[config.mk]
export PLATFORM = sky130hd
export DESIGN_NAME = vend_controller
export DESIGN_NICKNAME = d
export VERILOG_FILES = /design/src/rtl/vend_pkg.sv /design/src/rtl/vend_timer.sv /design/src/rtl/vend_controller.sv
export SDC_FILE = /design/constraint.sdc
export NUM_CORES = 1
export LEC_CHECK = 0
export BUFFER_PORTS_ARGS = -buffer_cell sky130_fd_sc_hd__buf_2
export CAP_MARGIN = 25
export CELL_PAD_IN_SITES_DETAIL_PLACEMENT = 1
export CELL_PAD_IN_SITES_GLOBAL_PLACEMENT = 1
export CORE_ASPECT_RATIO = 0.7
export CORE_MARGIN = 5
export CORE_UTILIZATION = 25
export CTS_CLUSTER_DIAMETER = 50
export DETAILED_ROUTE_END_ITERATION = 6
export PLACE_DENSITY = 0.52
export SLEW_MARGIN = 5
export SYNTH_ARGS = -nofsm -noshare
export SYNTH_HDL_FRONTEND = slang
export SYNTH_SLANG_ARGS = --single-unit
[constraint.sdc]
create_clock -name clk -period 2.45 [get_ports clk]
set_input_delay 0.49 -clock clk [delete_from_list [all_inputs] [get_ports clk]]
set_output_delay 0.49 -clock clk [all_outputs]
set_load 0.1 [all_outputs]
[src/rtl/vend_pkg.sv]
// Shared types, constants and helpers for the vending machine sequencer.
package vend_pkg;

  localparam int unsigned CreditWDefault = 8;
  localparam int unsigned StockW         = 4;
  localparam int unsigned TimerW         = 16;

  // Coin values in 10c units
  localparam logic [4:0] Coin10c  = 5'd1;
  localparam logic [4:0] Coin20c  = 5'd2;
  localparam logic [4:0] Coin50c  = 5'd5;
  localparam logic [4:0] Coin100c = 5'd10;

  typedef enum logic [1:0] {
    StIdle,
    StVend,
    StChange
  } vend_state_e;

  function automatic logic [4:0] coin_sum(input logic [3:0] coins);
    logic [4:0] sum;
    sum = '0;
    if (coins[0]) sum = sum + Coin10c;
    if (coins[1]) sum = sum + Coin20c;
    if (coins[2]) sum = sum + Coin50c;
    if (coins[3]) sum = sum + Coin100c;
    return sum;
  endfunction

endpackage

[src/rtl/vend_timer.sv]
// Loadable down-counter; o_done is high whenever the count has reached zero.
module vend_timer
  import vend_pkg::*;
(
  input  logic              clk,
  input  logic              rst_n,
  input  logic              i_load,
  input  logic [TimerW-1:0] i_load_val,
  input  logic              i_dec,
  output logic              o_done
);

  logic [TimerW-1:0] r_cnt;

  always_ff @(posedge clk or negedge rst_n) begin
    if (!rst_n) begin
      r_cnt <= '0;
    end else if (i_load) begin
      r_cnt <= i_load_val;
    end else if (i_dec && (r_cnt != '0)) begin
      r_cnt <= r_cnt - 1'b1;
    end
  end

  assign o_done = (r_cnt == '0);

endmodule

[src/rtl/vend_controller.sv]
// Vending sequencer: credit accumulation, price/stock checks, dispense timing and change payout.
module vend_controller
  import vend_pkg::*;
#(
  parameter int unsigned                   NUM_ITEMS   = 4,
  parameter int unsigned                   CREDIT_W    = CreditWDefault,
  parameter int unsigned                   MAX_CREDIT  = 200,
  parameter logic [NUM_ITEMS*CREDIT_W-1:0] PRICE       = {8'd30, 8'd25, 8'd20, 8'd15},
  parameter int unsigned                   STOCK_INIT  = 5,
  parameter int unsigned                   DISP_CYCLES = 50,
  parameter int unsigned                   CHANGE_GAP  = 20
) (
  input  logic                 clk,
  input  logic                 rst_n,
  input  logic [3:0]           coin_trig,
  input  logic [NUM_ITEMS-1:0] sel_trig,
  input  logic                 cancel_trig,
  output logic [CREDIT_W-1:0]  credit,
  output logic [NUM_ITEMS-1:0] dispense,
  output logic                 change_pulse,
  output logic                 busy,
  output logic                 coin_reject,
  output logic                 err_funds,
  output logic                 err_empty,
  output logic [NUM_ITEMS-1:0] sold_out
);

  localparam int unsigned       IdxW       = (NUM_ITEMS > 1) ? $clog2(NUM_ITEMS) : 1;
  localparam logic [CREDIT_W:0] MaxCredit  = (CREDIT_W+1)'(MAX_CREDIT);
  localparam logic [StockW-1:0] StockInit  = StockW'(STOCK_INIT);
  localparam logic [TimerW-1:0] DispLoad   = TimerW'(DISP_CYCLES - 1);
  localparam logic [TimerW-1:0] GapLoad    = TimerW'(CHANGE_GAP - 1);

  vend_state_e                          r_state, w_state_d;
  logic [CREDIT_W-1:0]                  r_credit, w_credit_d;
  logic [NUM_ITEMS-1:0][StockW-1:0]     r_stock, w_stock_d;
  logic [NUM_ITEMS-1:0]                 r_dispense, w_dispense_d;
  logic [NUM_ITEMS-1:0]                 r_sold_out, w_sold_out_d;
  logic                                 r_change, w_change_d;
  logic                                 r_reject, w_reject_d;
  logic                                 r_funds, w_funds_d;
  logic                                 r_empty, w_empty_d;
  logic                                 r_busy;

  logic                                 w_tmr_load, w_tmr_dec, w_tmr_done;
  logic [TimerW-1:0]                    w_tmr_val;
  logic [IdxW-1:0]                      w_sel_idx;
  logic [CREDIT_W-1:0]                  w_price;
  logic [CREDIT_W:0]                    w_credit_sum;
  logic                                 w_taken;

  vend_timer u_timer (
    .clk        (clk),
    .rst_n      (rst_n),
    .i_load     (w_tmr_load),
    .i_load_val (w_tmr_val),
    .i_dec      (w_tmr_dec),
    .o_done     (w_tmr_done)
  );

  // Lowest set select bit wins: scan downwards so the lowest index is written last
  always_comb begin
    w_sel_idx = '0;
    w_price   = '0;
    for (int i = NUM_ITEMS - 1; i >= 0; i--) begin
      if (sel_trig[i]) begin
        w_sel_idx = IdxW'(i);
        w_price   = PRICE[i*CREDIT_W +: CREDIT_W];
      end
    end
  end

  assign w_credit_sum = {1'b0, r_credit} + (CREDIT_W+1)'(coin_sum(coin_trig));

  always_comb begin
    w_state_d    = r_state;
    w_credit_d   = r_credit;
    w_stock_d    = r_stock;
    w_dispense_d = r_dispense;
    w_change_d   = 1'b0;
    w_reject_d   = 1'b0;
    w_funds_d    = 1'b0;
    w_empty_d    = 1'b0;
    w_tmr_load   = 1'b0;
    w_tmr_val    = '0;
    w_tmr_dec    = 1'b0;
    w_taken      = 1'b0;

    case (r_state)
      StIdle: begin
        if (cancel_trig && (r_credit != '0)) begin
          w_state_d  = StChange;
          w_tmr_load = 1'b1;
          w_taken    = 1'b1;
        end else if (|sel_trig) begin
          if (r_stock[w_sel_idx] == '0) begin
            w_empty_d = 1'b1;
          end else if (r_credit < w_price) begin
            w_funds_d = 1'b1;
          end else begin
            w_credit_d              = r_credit - w_price;
            w_stock_d[w_sel_idx]    = r_stock[w_sel_idx] - 1'b1;
            w_dispense_d            = '0;
            w_dispense_d[w_sel_idx] = 1'b1;
            w_state_d               = StVend;
            w_tmr_load              = 1'b1;
            w_tmr_val               = DispLoad;
            w_taken                 = 1'b1;
          end
        end
        // A cycle's coins are accepted or refused as a whole
        if (|coin_trig) begin
          if (w_taken || (w_credit_sum > MaxCredit)) begin
            w_reject_d = 1'b1;
          end else begin
            w_credit_d = w_credit_sum[CREDIT_W-1:0];
          end
        end
      end

      StVend: begin
        w_reject_d = |coin_trig;
        if (w_tmr_done) begin
          w_dispense_d = '0;
          if (r_credit != '0) begin
            w_state_d  = StChange;
            w_tmr_load = 1'b1;
          end else begin
            w_state_d = StIdle;
          end
        end else begin
          w_tmr_dec = 1'b1;
        end
      end

      StChange: begin
        w_reject_d = |coin_trig;
        if (r_credit == '0) begin
          w_state_d = StIdle;
        end else if (w_tmr_done) begin
          w_change_d = 1'b1;
          w_credit_d = r_credit - 1'b1;
          w_tmr_load = 1'b1;
          w_tmr_val  = GapLoad;
        end else begin
          w_tmr_dec = 1'b1;
        end
      end

      default: begin
        w_state_d    = StIdle;
        w_dispense_d = '0;
      end
    endcase

    for (int i = 0; i < NUM_ITEMS; i++) begin
      w_sold_out_d[i] = (w_stock_d[i] == '0);
    end
  end

  always_ff @(posedge clk or negedge rst_n) begin
    if (!rst_n) begin
      r_state    <= StIdle;
      r_credit   <= '0;
      r_dispense <= '0;
      r_sold_out <= '0;
      r_change   <= 1'b0;
      r_reject   <= 1'b0;
      r_funds    <= 1'b0;
      r_empty    <= 1'b0;
      r_busy     <= 1'b0;
      for (int i = 0; i < NUM_ITEMS; i++) begin
        r_stock[i] <= StockInit;
      end
    end else begin
      r_state    <= w_state_d;
      r_credit   <= w_credit_d;
      r_stock    <= w_stock_d;
      r_dispense <= w_dispense_d;
      r_sold_out <= w_sold_out_d;
      r_change   <= w_change_d;
      r_reject   <= w_reject_d;
      r_funds    <= w_funds_d;
      r_empty    <= w_empty_d;
      r_busy     <= (w_state_d != StIdle);
    end
  end

  assign credit       = r_credit;
  assign dispense     = r_dispense;
  assign change_pulse = r_change;
  assign busy         = r_busy;
  assign coin_reject  = r_reject;
  assign err_funds    = r_funds;
  assign err_empty    = r_empty;
  assign sold_out     = r_sold_out;

endmodule
Yosys cells after proc, flatten, opt, wreduce, memory -nomap -nowiden
Index checks and enable logic that the tools add are counted.

Register bits: 55. Bits in latches: 0. Memory bits (writable): 0. Memory bits (read-only): 0. Bits of input ports: 11. Memories: 0.

Add/sub/neg operators: 8. $mul: 0. Div/mod/pow operators: 0. $lt $le $gt $ge: 4. Equality and inequality tests: 9. Shift-type cells: 0. Muxes and demuxes: 82. Bitwise operators: 1. Reductions and logical operators: 22.

Operators by type and width (number): $mux W16 (7); $mux W8 (10); $mux W5 (7); $mux W4 (7); $mux W1 (25); $mux W6 (4); $mux W2 (11); $logic_not A4 Y1 (5); $bwmux W16 (1); $logic_not A16 Y1 (1); $pmux W8 S2 (1); $reduce_bool A16 Y1 (1); $sub A16 B1 Y16 const B (1); $pmux W4 S3 (1); $pmux W6 S2 (1); $ne A2 B2 Y1 const B (5); $add A8 B5 Y9 (1); $gt A9 B8 Y1 const B (1); $bmux W4 S2 (1); $demux W4 S2 (1); $logic_not A8 Y1 (1); $lt A8 B8 Y1 (1); $reduce_bool A8 Y1 (1); $reduce_or A4 Y1 (2); other kinds (23) (29).

Depth between registers and ports, before layout
Gate-level depths: netlist (run 1).

Depth in word-level cells: 15. Depth in mapped cells: 15. Gate-level depth less buffers: 15.

By module
Synthesis (run 1) repeated with hierarchy kept, for this count alone.

Cell total of the unflattened synthesis: 428. Area total of the unflattened synthesis: 3958.8 µm².

By module, submodules not included: vend_controller (times used 1, cells an instance 317, area an instance 2951.6 µm²); vend_timer (times used 1, cells an instance 111, area an instance 1007.2 µm²).

Worst setup path before layout (run 1)
Ideal clock, no wire load.

Path type: in2reg. Start point: input coin_trig[0]. End point: register r_credit[7] (netlist: credit[7]). Setup time: 87 ps. Arrival: 3412 ps. Required time: 2363 ps. Slack: -1048 ps. Stages on the path: 13. Buffers on the path: 0. Path through: inv_1 > ha_1 > nand2_1 > o21ai_0 > ha_1 > mux2_2 > ha_1 > or3b_1 > a21boi_0 > o221ai_1 > a211o_1 > a2111o_1 > o211ai_1.

Word-level cells in the longest chain between the ends: 13.

Ends and longest elaborated chain: start, declared (RTL line vend_controller.sv:15) `input logic [3:0] coin_trig,`; $mux W1 (RTL line vend_pkg.sv:23) `if (coins[0]) sum = sum + Coin10c;`; $add A5 B2 Y5 (RTL line vend_pkg.sv:24) `if (coins[1]) sum = sum + Coin20c;`; $mux W5 (RTL line vend_pkg.sv:24); $add A5 B3 Y5 (RTL line vend_pkg.sv:25) `if (coins[2]) sum = sum + Coin50c;`; $mux W5 (RTL line vend_pkg.sv:25); $add A5 B4 Y5 (RTL line vend_pkg.sv:26) `if (coins[3]) sum = sum + Coin100c;`; $mux W5 (RTL line vend_pkg.sv:26); $add A8 B5 Y9 (RTL line vend_controller.sv:73) `assign w_credit_sum = {1'b0, r_credit} + (CREDIT_W+1)'(coin_sum(coin_trig));`; $gt A9 B8 Y1 (RTL line vend_controller.sv:113) `if (w_taken || (w_credit_sum > MaxCredit)) begin`; $logic_or A1 B1 Y1 (RTL line vend_controller.sv:113); $mux W8 (RTL line vend_controller.sv:113); $mux W8 (*) (RTL line vend_controller.sv:112) `if (|coin_trig) begin`; $pmux W8 S2 (*) (RTL line vend_controller.sv:89) `case (r_state)`; end signal, assigned (RTL line vend_controller.sv:177) `r_credit <= w_credit_d;`; end, declared (RTL line vend_controller.sv:35) `logic [CREDIT_W-1:0] r_credit, w_credit_d;`.

Every way passes the cells marked *; elsewhere a longest branch is shown, timed or not. A chain may end at the register's enable or synchronous reset.

Worst setup path after layout (run 1)
Start point: input coin_trig[0]. End point: register r_credit[0] (netlist: credit[0]).

The elaborated chain is that of the path after synthesis.

==> results.md, run 1 <==
- Crit path max fanout: 4
- Top cells by count, synth: 47 x dfrtp_1, 46 x nor2_1, 35 x nand2_1, 22 x ha_1, 21 x a21oi_1
- Crit path DAT: 3.38 ns
- Post-synthesis xor/xnor area fraction: 5.72%
- Initial Utilization: 25.6%
- Worst-Margin Slew: 0.519 ns
- CTS tree: built
- Final Hold Viols: 0
- WS Path Type: in -> reg
- Setup crit start kind: input pin
- Core Util, Final: 40.7%
- Final worst slack: -0.726 ns
- Register area: 0.00140 mm2
- Most area-hungry cell type in the Yosys netlist: dfrtp_1
- Post-Synthesis Cells: 419
- Die area: 0.0186 mm2
- Initial antenna violation count: 0
- First-pass GRT wire length: 23300 um
- Non-Filler Instances: 782
- Largest family of logic cells by synthesized area: simple AND/OR/NAND/NOR gates
- Crit. End Element: flip-flop
- Clock Skew: 0.0123 ns
- Synthesis Warnings: 0
- Die W: 161 um
- Clock Tree Root: clkbuf_16
- Syn Nets: 454
- Pre-antenna DRT Iters: 4
- Vias: 3885
- Status: finished, violations left
- Drt drc: 0
- Mux cell area share after synthesis: 9.14%
- Clock Latency Late Sink: 0.31 ns
- RSZ-0062 raised after global routing: yes
- Crit path time final: 3.18 ns
- IO Pins: 32
- Final ANT Viol Nets: 0
- MaxCap Viol Count: 0
- Multi-input gate area: 0.00309 mm2
- H-tree depth: 2
- Period utilisation layout: 130%
- Async set-or-reset flop fraction in the synthesized netlist: 100%
- Req. time, crit path: 2.65 ns
- Fin. max-slew vios: 0
- Die Height: 116 um
- PortBufs: 31
- Clock transition at path regs: 0.09 ns
- Relative slew slack: 65.4%
- Most frequent cell after synthesis: dfrtp_1
- Area Overhead vs Synth: 58.8%
- Inst Count DP: 750
- Gr usage total: 16.0%
- Post-synth EDFFs: 0
- Avg Cell Area, Syn: 9.50 um2
- Core area: 0.0155 mm2
- Routed wire length: 14900 um
- Clock sinks: 55
- Seq cells post-synth: 55
- Failing checks: negative setup slack
- Layout fillers: 1755
- Max Clock Freq: 315 MHz
- Layout cell share with drive strength beyond 1: 54.5%
- Final setup vio count: 29
- Worst vdd ir: 0.000267 V
- Final Power: 2.50 mW
- GPL Wtd Cong: 0.853
- Place WS: -1.12 ns
- Rows: 38
- Netlist Area Pre-Place: 0.00398 mm2
- Number of DRC markers in iteration 0: 130
- Max clock buf depth: 2
- Nets: 616
- Top cells by area, synth: dfrtp_1 30%, ha_1 6.9%, dfstp_2 5.3%
- Hold crit path type: in -> async
- Via/cell ratio: 4.97
- Share of the synthesized area in the top cell type: 29.5%
- Share of synthesized cell area in full adder, half adder and majority cells: 7.92%
- Total grt overflow: 0
- Largest net degree at the start of global routing: 38
- Simple-gate portion of the synthesized area: 22.1%
- CTS buffer count: 5
- Sequential area share after synthesis: 34.8%
- P_leak: 2.74 nW
- Inserted Diodes: 0
- HPWL Detailed: 11100 um
- Main synth FF type: dfrtp_1
- Vias in the first global route: 4230
- Cell Pwr Density: 395 mW/mm2
- DR WL/cell: 19.0 um
- Compound-Gate Fraction of Synth Area: 16.3%
- Post-synthesis cell type count: 73
==> critical path: stages <==
cell	delay, ns
buf_8	0.09
inv_8	0.03
ha_4	0.27
nand2_4	0.05
o21ai_4	0.07
ha_4	0.21
mux2_4	0.27
ha_4	0.30
or3b_4	0.42
a211o_1	0.33
a21oi_4	0.22
a211o_4	0.21
nor3_4	0.06
a221o_1	0.37
==> logic make-up after synthesis <==
family / after synthesis
AND/OR/NAND/NOR: 159
AO/OA/AOI/OAI: 86
flip-flops: 55
buffers and inverters: 35
multiplexers: 34
XOR/XNOR: 26
adder cells (fa/ha/maj): 24
==> per-stage QoR <==
stage               area, um2  hold slack (ns)  setup TNS (ns)
global placement         5420            0.453          -31.13
detailed placement       5420            0.476          -32.38
CTS                      5990            0.132           -7.42
finish                   6320            0.113           -8.28
global route             6320            0.156          -12.14
floorplan                4250            0.194          -12.24
==> per-layer routing <==
layer	part of all wire, %	GRT usage, %
met2	45	25.2
met1	51	23.4
met4	0.99	3.01
met3	2.5	2.52
met5	0	0
==> what timing repair did <==
item	4_1_cts	5_1_grt
pin swaps	22	22
hold buffers	0	0
setup buffers	16	8
setup endpoints to repair	51	50
gates resized for setup	73	49
==> cells in the final DEF, fill, tap and decap left out, types with 4 or more instances in the layout <==
cell / instances
nand2_1: 30
xnor2_1: 10
o21ai_4: 4
buf_6: 18
nand3_1: 6
a21o_1: 4
inv_1: 15
o21ai_0: 6
nor2_4: 4
a211o_1: 4
xor2_1: 11
a21oi_1: 15
buf_2: 26
mux2_2: 6
or4_1: 8
a31oi_1: 4
xnor2_2: 4
or4_4: 4
nor3_1: 9
ha_4: 8
nor4_1: 6
nor2_2: 7
mux2i_1: 14
mux2_4: 12
a221o_1: 4
clkbuf_16: 5
dfstp_2: 8
nor2_1: 36
dfrtp_1: 41
buf_4: 119
dfrtp_2: 5
ha_1: 11
==> final cells by class <==
class                      count  area share [%]
clock buffer                   5            1.98
inverter                      21            1.68
tap                          200            3.96
clock inverter                 3           0.356
sequential                    55            22.1
timing repair buffer         169            21.1
multi-input combinational    329            48.9
==> report_power, final <==
part | total [mW] | internal [mW] | switching [mW] | leakage (nW)
Combinational | 0.785 | 0.380 | 0.405 | 2.00
Sequential | 0.930 | 0.915 | 0.0150 | 0.661
Clock | 0.784 | 0.387 | 0.397 | 0.0746
==> state kept, by name, indices dropped and copies added (netlist names) <==
signal         flops
credit             8
err_empty          1
busy               1
change_pulse       1
err_funds          1
u_timer.r_cnt     16
dispense           4
coin_reject        1
r_state            2
r_stock           16
sold_out           4
==> final timing paths <==
check	endpoint	depth (start not counted)	start	slack (ns)
min in group clk	dispense[3]$_DFFE_PN0P_	1	dispense[3]$_DFFE_PN0P_	0.53
max reg2reg	credit[7]$_DFFE_PN0P_	10	credit[0]$_DFFE_PN0P_	-0.46
max	credit[0]$_DFFE_PN0P_	14	coin_trig[0]	-0.73
max in group asynchronous	r_stock[0]$_DFF_PN1_	2	rst_n	1.70
min reg2reg	dispense[3]$_DFFE_PN0P_	1	dispense[3]$_DFFE_PN0P_	0.53
min	r_stock[9]$_DFF_PN0_	1	rst_n	0.11
Note: power is estimated with default switching activity, not from simulation.
==> run 2: changes to the inputs <==
ABC_AREA = 1   (was default)
PLACE_DENSITY = default   (was 0.52)
PLACE_DENSITY_LB_ADDON = 0.1   (was default)
==> results.md, run 2 <==
- Clock Latency Late Sink: 0.30 ns (was 0.31 ns)
- CTS buffer count: 5 (unchanged)
- Max clock buf depth: 2 (unchanged)
- Async set-or-reset flop fraction in the synthesized netlist: 100% (unchanged)
- Crit. End Element: flip-flop (unchanged)
- Post-synthesis cell type count: 45 (was 73)
- Sequential area share after synthesis: 31.9% (was 34.8%)
- Worst path max stage delay: 0.39 ns (was 0.42 ns)
- CTS tree: built (unchanged)
- Status: finished, violations left (unchanged)
- Rows: 40 (was 38)
- Post-synth EDFFs: 0 (unchanged)
- GPL Wtd Cong: 0.795 (was 0.853)
- Clock Tree Root: clkbuf_16 (unchanged)
- Fin. max-slew vios: 0 (unchanged)
- Crit path DAT: 2.98 ns (was 3.38 ns)
- Worst path most repeated cell: buf_4 (was ha_4)
- Relative slew slack: 66.5% (was 65.4%)
- Post-Synthesis Cells: 604 (was 419)
- Flop2flop setup slack: -0.15 ns (was -0.46 ns)
- Final setup vio count: 16 (was 29)
- Final ANT Viol Nets: 0 (unchanged)
- Clock transition at path regs: 0.08 ns (was 0.09 ns)
- Number of DRC markers in iteration 0: 176 (was 130)
- H-tree depth: 2 (unchanged)
- Synthesis Warnings: 0 (unchanged)
- Nets: 790 (was 616)
- PortBufs: 31 (unchanged)
- Core area: 0.0171 mm2 (was 0.0155 mm2)
- Most frequent cells in the layout: 107 x nand2_1, 98 x buf_4, 72 x inv_1, 49 x nor2_1, 44 x nand2_2 (was 119 x buf_4, 41 x dfrtp_1, 36 x nor2_1, 30 x nand2_1, 26 x buf_2)
- Max Clock Freq: 363 MHz (was 315 MHz)
- Inserted Diodes: 0 (unchanged)
- P_leak: 3.41 nW (was 2.74 nW)
- Final Power: 9.29 mW (was 2.50 mW)
- Netlist Area Pre-Place: 0.00435 mm2 (was 0.00398 mm2)
- Main synth FF type: dfrtp_1 (unchanged)
- Die W: 168 um (was 161 um)
- Share of the synthesized area in the top cell type: 27.1% (was 29.5%)
- Vias in the first global route: 4485 (was 4230)
- Initial Utilization: 25.4% (was 25.6%)
- Total grt overflow: 0 (unchanged)
- Initial antenna violation count: 0 (unchanged)
- Top cells by count, synth: 160 x nand2_1, 90 x inv_1, 58 x nor2_1, 47 x dfrtp_1, 42 x nand3_1 (was 47 x dfrtp_1, 46 x nor2_1, 35 x nand2_1, 22 x ha_1, 21 x a21oi_1)
- Crit path time final: 2.76 ns (was 3.18 ns)
- Pre-antenna DRT Iters: 4 (unchanged)
- RSZ-0062 raised after global routing: yes (unchanged)
- Cell Pwr Density: 1370 mW/mm2 (was 395 mW/mm2)
- Seq cells post-synth: 55 (unchanged)
- Crit path max fanout: 3 (was 4)
- Die area: 0.0202 mm2 (was 0.0186 mm2)
- Hold crit path type: in -> async (unchanged)
- M2 GR Usage: 21.8% (was 25.2%)
- Hold-fix buffers at CTS: 0 (unchanged)
- Syn Nets: 639 (was 454)
- Clock sinks: 55 (unchanged)
- Final Hold Viols: 0 (unchanged)
- Most frequent cell after synthesis: nand2_1 (was dfrtp_1)
- Largest net degree at the start of global routing: 56 (was 38)
- Layout cell share with drive strength beyond 1: 48.8% (was 54.5%)
- Drt drc: 0 (unchanged)
- Vias: 4366 (was 3885)
- Via/cell ratio: 4.42 (was 4.97)
- Die Height: 120 um (was 116 um)
- Routed wire length: 15000 um (was 14900 um)
- Area Overhead vs Synth: 55.6% (was 58.8%)
- Gr usage total: 14.7% (was 16.0%)
- Top cells by area, synth: dfrtp_1 27%, nand2_1 14%, inv_1 7.8% (was dfrtp_1 30%, ha_1 6.9%, dfstp_2 5.3%)
- Most area-hungry cell type in the Yosys netlist: dfrtp_1 (unchanged)
- Req. time, crit path: 2.68 ns (was 2.65 ns)
- Failing checks: negative setup slack (unchanged)
- HPWL Detailed: 11400 um (was 11100 um)
- Period utilisation layout: 112% (was 130%)
- CP cell instances: buf_8 -> inv_8 -> ha_4 -> nand2_4 -> o21ai_4 -> xor2_1 -> buf_4 -> fa_2 -> buf_4 -> nand2_2 -> nand2_1 -> nand2_1 -> nand2_2 -> buf_4 -> buf_4 -> buf_4 -> buf_4 -> buf_4 -> nand3_1 -> nand3_1 -> a21oi_1 (was buf_8 -> inv_8 -> ha_4 -> nand2_4 -> o21ai_4 -> ha_4 -> mux2_4 -> ha_4 -> or3b_4 -> a211o_1 -> a21oi_4 -> a211o_4 -> nor3_4 -> a221o_1)
- Worst vdd ir: 0.000508 V (was 0.000267 V)
- CP max-delay cell: fa_2 (was or3b_4)
- Most common cell after layout, fill and taps aside: nand2_1 (was buf_4)
- WS Path Type: in -> reg (unchanged)
- Worst-Margin Slew: 0.507 ns (was 0.519 ns)
- MaxCap Viol Count: 0 (unchanged)
- Global-route met3 utilization: 2.48% (was 2.52%)
- Clock Skew: 0.00745 ns (was 0.0123 ns)
- Final hold slack: 0.167 ns (was 0.113 ns)
- Final worst slack: -0.305 ns (was -0.726 ns)
- First-pass GRT wire length: 23800 um (was 23300 um)
- Setup crit start kind: input pin (unchanged)
- Most Crowded Layer GR: met1 (was met2)
- Grt met1 use: 22.9% (was 23.4%)
- DR WL/cell: 15.2 um (was 19.0 um)
- Avg Cell Area, Syn: 7.20 um2 (was 9.50 um2)
- IO Pins: 32 (unchanged)
[run 2: changes by cell type after synthesis, moves of 9 or more]
cell | before | now
inv_1 | 20 | 90
mux2_2 | 16 | 0
mux2i_1 | 15 | 0
nand2_1 | 35 | 160
nand2_4 | 0 | 9
nand3_1 | 9 | 42
nor2_1 | 46 | 58
o21ai_0 | 10 | 24
[run 2: final cells by class]
| type | count | area, um2 |
|---|---|---|
| fillers | 2065 | 10400 |
| multi-input cells | 442 | 3300 |
| flip-flops and latches | 55 | 1400 |
| repair buffers | 149 | 1180 |
| inverters | 101 | 439 |
| well taps | 231 | 289 |
| clock buffers | 5 | 125 |
| clock inverters | 3 | 22.5 |
| repair inverters | 1 | 11.3 |
[run 2: worst max-delay path: cells and delay by family]
kind            cells  cell delay [ns]
simple gates        7             0.48
buf+inv             9             1.06
fa+ha+maj           2             0.62
compound gates      2             0.20
xor+xnor            1             0.14
[run 2: per-stage QoR]
step	setup TNS (ns)	worst slack (ns)	instance area, um2	instances	util (%)
floorplan	-2.13	-0.223	4500	604	-
global placement	-26.62	-0.849	5530	942	32.3
detailed placement	-27.72	-0.892	5530	942	32.3
CTS	-2.79	-0.318	6180	967	36.1
global route	-6.97	-0.450	6760	987	39.5
finish	-2.63	-0.305	6760	987	39.5
[run 2: logic make-up after synthesis]
| logic type | after synthesis | synth area share (%) |
|---|---|---|
| and+or+nand+nor | 334 | 38.2 |
| AOI/OAI and AO/OA | 60 | 7.69 |
| adders and majority gates | 24 | 7.25 |
| DFF | 55 | 31.9 |
| xor gates and xnor gates | 23 | 4.63 |
| buffers and inverters | 108 | 10.3 |
[run 2: path summary, 6_finish.rpt]
| check | startpoint | end | cells after the start |
|---|---|---|---|
| min in group clk | dispense[2]$_DFFE_PN0P_ | dispense[2]$_DFFE_PN0P_ | 2 |
| worst max-delay path | coin_trig[0] | credit[4]$_DFFE_PN0P_ | 21 |
| worst min register to register | dispense[2]$_DFFE_PN0P_ | dispense[2]$_DFFE_PN0P_ | 2 |
| worst min-delay path | rst_n | credit[7]$_DFFE_PN0P_ | 2 |
| max in group asynchronous | rst_n | r_stock[14]$_DFF_PN1_ | 2 |
| worst max register to register | credit[0]$_DFFE_PN0P_ | credit[4]$_DFFE_PN0P_ | 15 |
[run 2: repair_timing]
action / in CTS / in global routing
setup buffers: 15 / 20
setup endpoints to repair: 51 / 50
resized for setup: 94 / 119
gates cloned: 2 / 0
pin swaps: 49 / 59
[run 2: report_power, final]
group,switching [mW],internal [mW]
Sequential,0.329,1.31
Clock,0.379,0.385
Combinational,4.24,2.65
Total,4.95,4.34
[run 2: routing by layer]
layer,up-vias,wire length [um]
met2,37,6320
li1,2204,-
met5,-,0
met3,6,346
met1,2119,8250
met4,0,87
==> run 3: changes to the inputs <==
CELL_PAD_IN_SITES_DETAIL_PLACEMENT = 0   (was 1)
SKIP_CTS_REPAIR_TIMING = 1   (was default)
==> results.md, run 3 (synthesized netlist as in run 2, its figures left out) <==
- Gr usage total: 12.9% (was 14.7%)
- Crit. End Element: flip-flop (unchanged)
- Vias: 4142 (was 4366)
- Core area: 0.0171 mm2 (unchanged)
- Final ANT Viol Nets: 0 (unchanged)
- CP max-delay cell: ha_1 (was fa_2)
- Buf+Inv Stages, Crit Path: 6 (was 9)
- CP cell instances: buf_8 -> inv_12 -> ha_4 -> nand2_4 -> buf_4 -> a21oi_2 -> ha_1 -> buf_4 -> nand2_1 -> inv_1 -> nand2_1 -> nand4_1 -> nand2_1 -> inv_1 -> nand2_2 -> nor2_2 -> nor2_2 -> nand3_4 -> nand3_2 -> nand3_2 -> a21oi_2 (was buf_8 -> inv_8 -> ha_4 -> nand2_4 -> o21ai_4 -> xor2_1 -> buf_4 -> fa_2 -> buf_4 -> nand2_2 -> nand2_1 -> nand2_1 -> nand2_2 -> buf_4 -> buf_4 -> buf_4 -> buf_4 -> buf_4 -> nand3_1 -> nand3_1 -> a21oi_1)
- Flop2flop setup slack: -0.15 ns (about the same)
- Die Height: 120 um (unchanged)
- Family with the most delay on the worst path: simple AND/OR/NAND/NOR gates (was buffers and inverters)
- Pre-antenna DRT Iters: 4 (unchanged)
- Initial Utilization: 25.4% (unchanged)
- Setup crit start kind: input pin (unchanged)
- Worst r2r dst: credit[3]$_DFFE_PN0P_ (was credit[4]$_DFFE_PN0P_)
- Levels on crit path: 21 (unchanged)
- Place WS: -0.849 ns (was -0.892 ns)
- Status: finished, violations left (unchanged)
- Crit path max fanout: 8 (was 3)
- Die area: 0.0202 mm2 (unchanged)
- Crit path capture: credit[3]$_DFFE_PN0P_ (was credit[4]$_DFFE_PN0P_)
- Hold crit path type: in -> async (unchanged)
- Crit path time final: 2.77 ns (was 2.76 ns)
- Final setup vio count: 21 (was 16)
- CTS tree: built (unchanged)
- Crit path DAT: 3.00 ns (was 2.98 ns)
- Final Power: 9.15 mW (was 9.29 mW)
- H-tree depth: 2 (unchanged)
- Clock Tree Root: clkbuf_16 (unchanged)
- PortBufs: 31 (unchanged)
- Area Overhead vs Synth: 50.0% (was 55.6%)
- Drt drc: 0 (unchanged)
- Crit path from: coin_trig[1] (was coin_trig[0])
- P_leak: 3.26 nW (was 3.41 nW)
- Cell Pwr Density: 1400 mW/mm2 (was 1370 mW/mm2)
- Worst-Margin Slew: 0.502 ns (was 0.507 ns)
- Most frequent cells in the layout: 114 x nand2_1, 81 x buf_4, 73 x inv_1, 46 x nor2_1, 44 x nand2_2 (was 107 x nand2_1, 98 x buf_4, 72 x inv_1, 49 x nor2_1, 44 x nand2_2)
- Core Util, Final: 38.1% (was 39.5%)
- Relative slew slack: 66.7% (was 66.5%)
- Clock Latency Late Sink: 0.30 ns (about the same)
- Initial antenna violation count: 0 (unchanged)
- Fin. max-slew vios: 0 (unchanged)
- Nets: 772 (was 790)
- Worst path max stage delay: 0.32 ns (was 0.39 ns)
- Vias in the first global route: 3837 (was 4485)
- Worst path most repeated cell: nand2_1 (was buf_4)
- Final Hold Viols: 0 (unchanged)
- Routed wire length: 13400 um (was 15000 um)
- First-pass GRT wire length: 20800 um (was 23800 um)
- HPWL Detailed: 10300 um (was 11400 um)
- Total grt overflow: 0 (unchanged)
- Max clock buf depth: 2 (unchanged)
- Worst vdd ir: 0.000480 V (was 0.000508 V)
- Clock Skew: 0.00858 ns (was 0.00745 ns)
- Most common cell after layout, fill and taps aside: nand2_1 (unchanged)
- Die W: 168 um (unchanged)
- WS Path Type: in -> reg (unchanged)
- MaxCap Viol Count: 0 (unchanged)
- Largest net degree at the start of global routing: 56 (unchanged)
- Layout cell share with drive strength beyond 1: 46.2% (was 48.8%)
- Rows: 40 (unchanged)
- Req. time, crit path: 2.68 ns (about the same)
- RSZ-0062 raised after global routing: yes (unchanged)
- Worst reg2reg startpoint: credit[0]$_DFFE_PN0P_ (unchanged)
- Failing checks: negative setup slack (unchanged)
- Period utilisation layout: 113% (was 112%)
- Setup TNS: -3.13 ns (was -2.63 ns)
- DR WL/cell: 13.9 um (was 15.2 um)
- Clock transition at path regs: 0.08 ns (about the same)
- CTS buffer count: 5 (unchanged)
- IO Pins: 32 (unchanged)
- Inserted Diodes: 0 (unchanged)
- Via/cell ratio: 4.27 (was 4.42)
- Clock sinks: 55 (unchanged)
- Max Clock Freq: 361 MHz (was 363 MHz)
- Final worst slack: -0.322 ns (was -0.305 ns)
- Reg2reg path depth: 14 (was 15)
- GPL Wtd Cong: 0.795 (unchanged)
- Number of DRC markers in iteration 0: 211 (was 176)
- Layout fillers: 1811 (was 2065)
-- run 3: cell types whose count changed in the layout (fill, tap and decap cells not counted), sizes merged --
cell	change
buf	-16
inv	-2
bufinv	+1
clkinv	-1
clkinvlp	+1
nor2	-1
-- run 3: per-layer routing --
metal / vias to the layer above / share of wire (%) / global-route usage [%]
li1: 2168 / - / -
met1: 1913 / 56 / 21.7
met2: 56 / 39 / 16.9
met3: 5 / 4.3 / 2.32
met4: 0 / 0.41 / 1.67
met5: - / 0 / 0
-- run 3: worst min-delay path by stage --
stage / to / from / cells after the start / slack [ns]
2_1_floorplan: busy$_DFF_PN0_ / rst_n / 0 / 0.19
3_3_place_gp: dispense[3]$_DFFE_PN0P_ / dispense[3]$_DFFE_PN0P_ / 2 / 0.47
3_5_place_dp: dispense[3]$_DFFE_PN0P_ / dispense[3]$_DFFE_PN0P_ / 2 / 0.47
4_1_cts: coin_reject$_DFF_PN0_ / rst_n / 2 / 0.19
5_1_grt: coin_reject$_DFF_PN0_ / rst_n / 2 / 0.21
6_report: coin_reject$_DFF_PN0_ / rst_n / 2 / 0.16
-- run 3: area by class of cell --
cell class	count	area, um2	area share, %
Timing Repair Buffer	133	1050	16.1
Clock inverter	3	46.3	0.710
Inverter	101	439	6.74
Tap cell	231	289	4.43
Clock buffer	5	125	1.92
Sequential cell	55	1400	21.4
Multi-Input combinational cell	441	3170	48.7
-- run 3: worst register-to-register path, delay by kind of cell, from the launching register on --
family          cells  cell delay (ns)
compound gates      1             0.15
buf+inv             1             0.15
simple gates       10             1.01
fa+ha+maj           2             0.69
flops               1             0.52
-- run 3: power breakdown --
group | internal (mW) | switching [mW]
clock | 0.488 | 0.381
combinational | 2.59 | 4.05
sequential | 1.31 | 0.320
-- run 3: metrics by stage --
| stage | hold WS, ns | cell area, um2 | cells |
|---|---|---|---|
| floorplan | 0.194 | 4500 | 604 |
| global placement | 0.470 | 5530 | 942 |
| detailed placement | 0.473 | 5530 | 942 |
| CTS | 0.188 | 5700 | 950 |
| global route | 0.208 | 6520 | 969 |
| finish | 0.164 | 6520 | 969 |
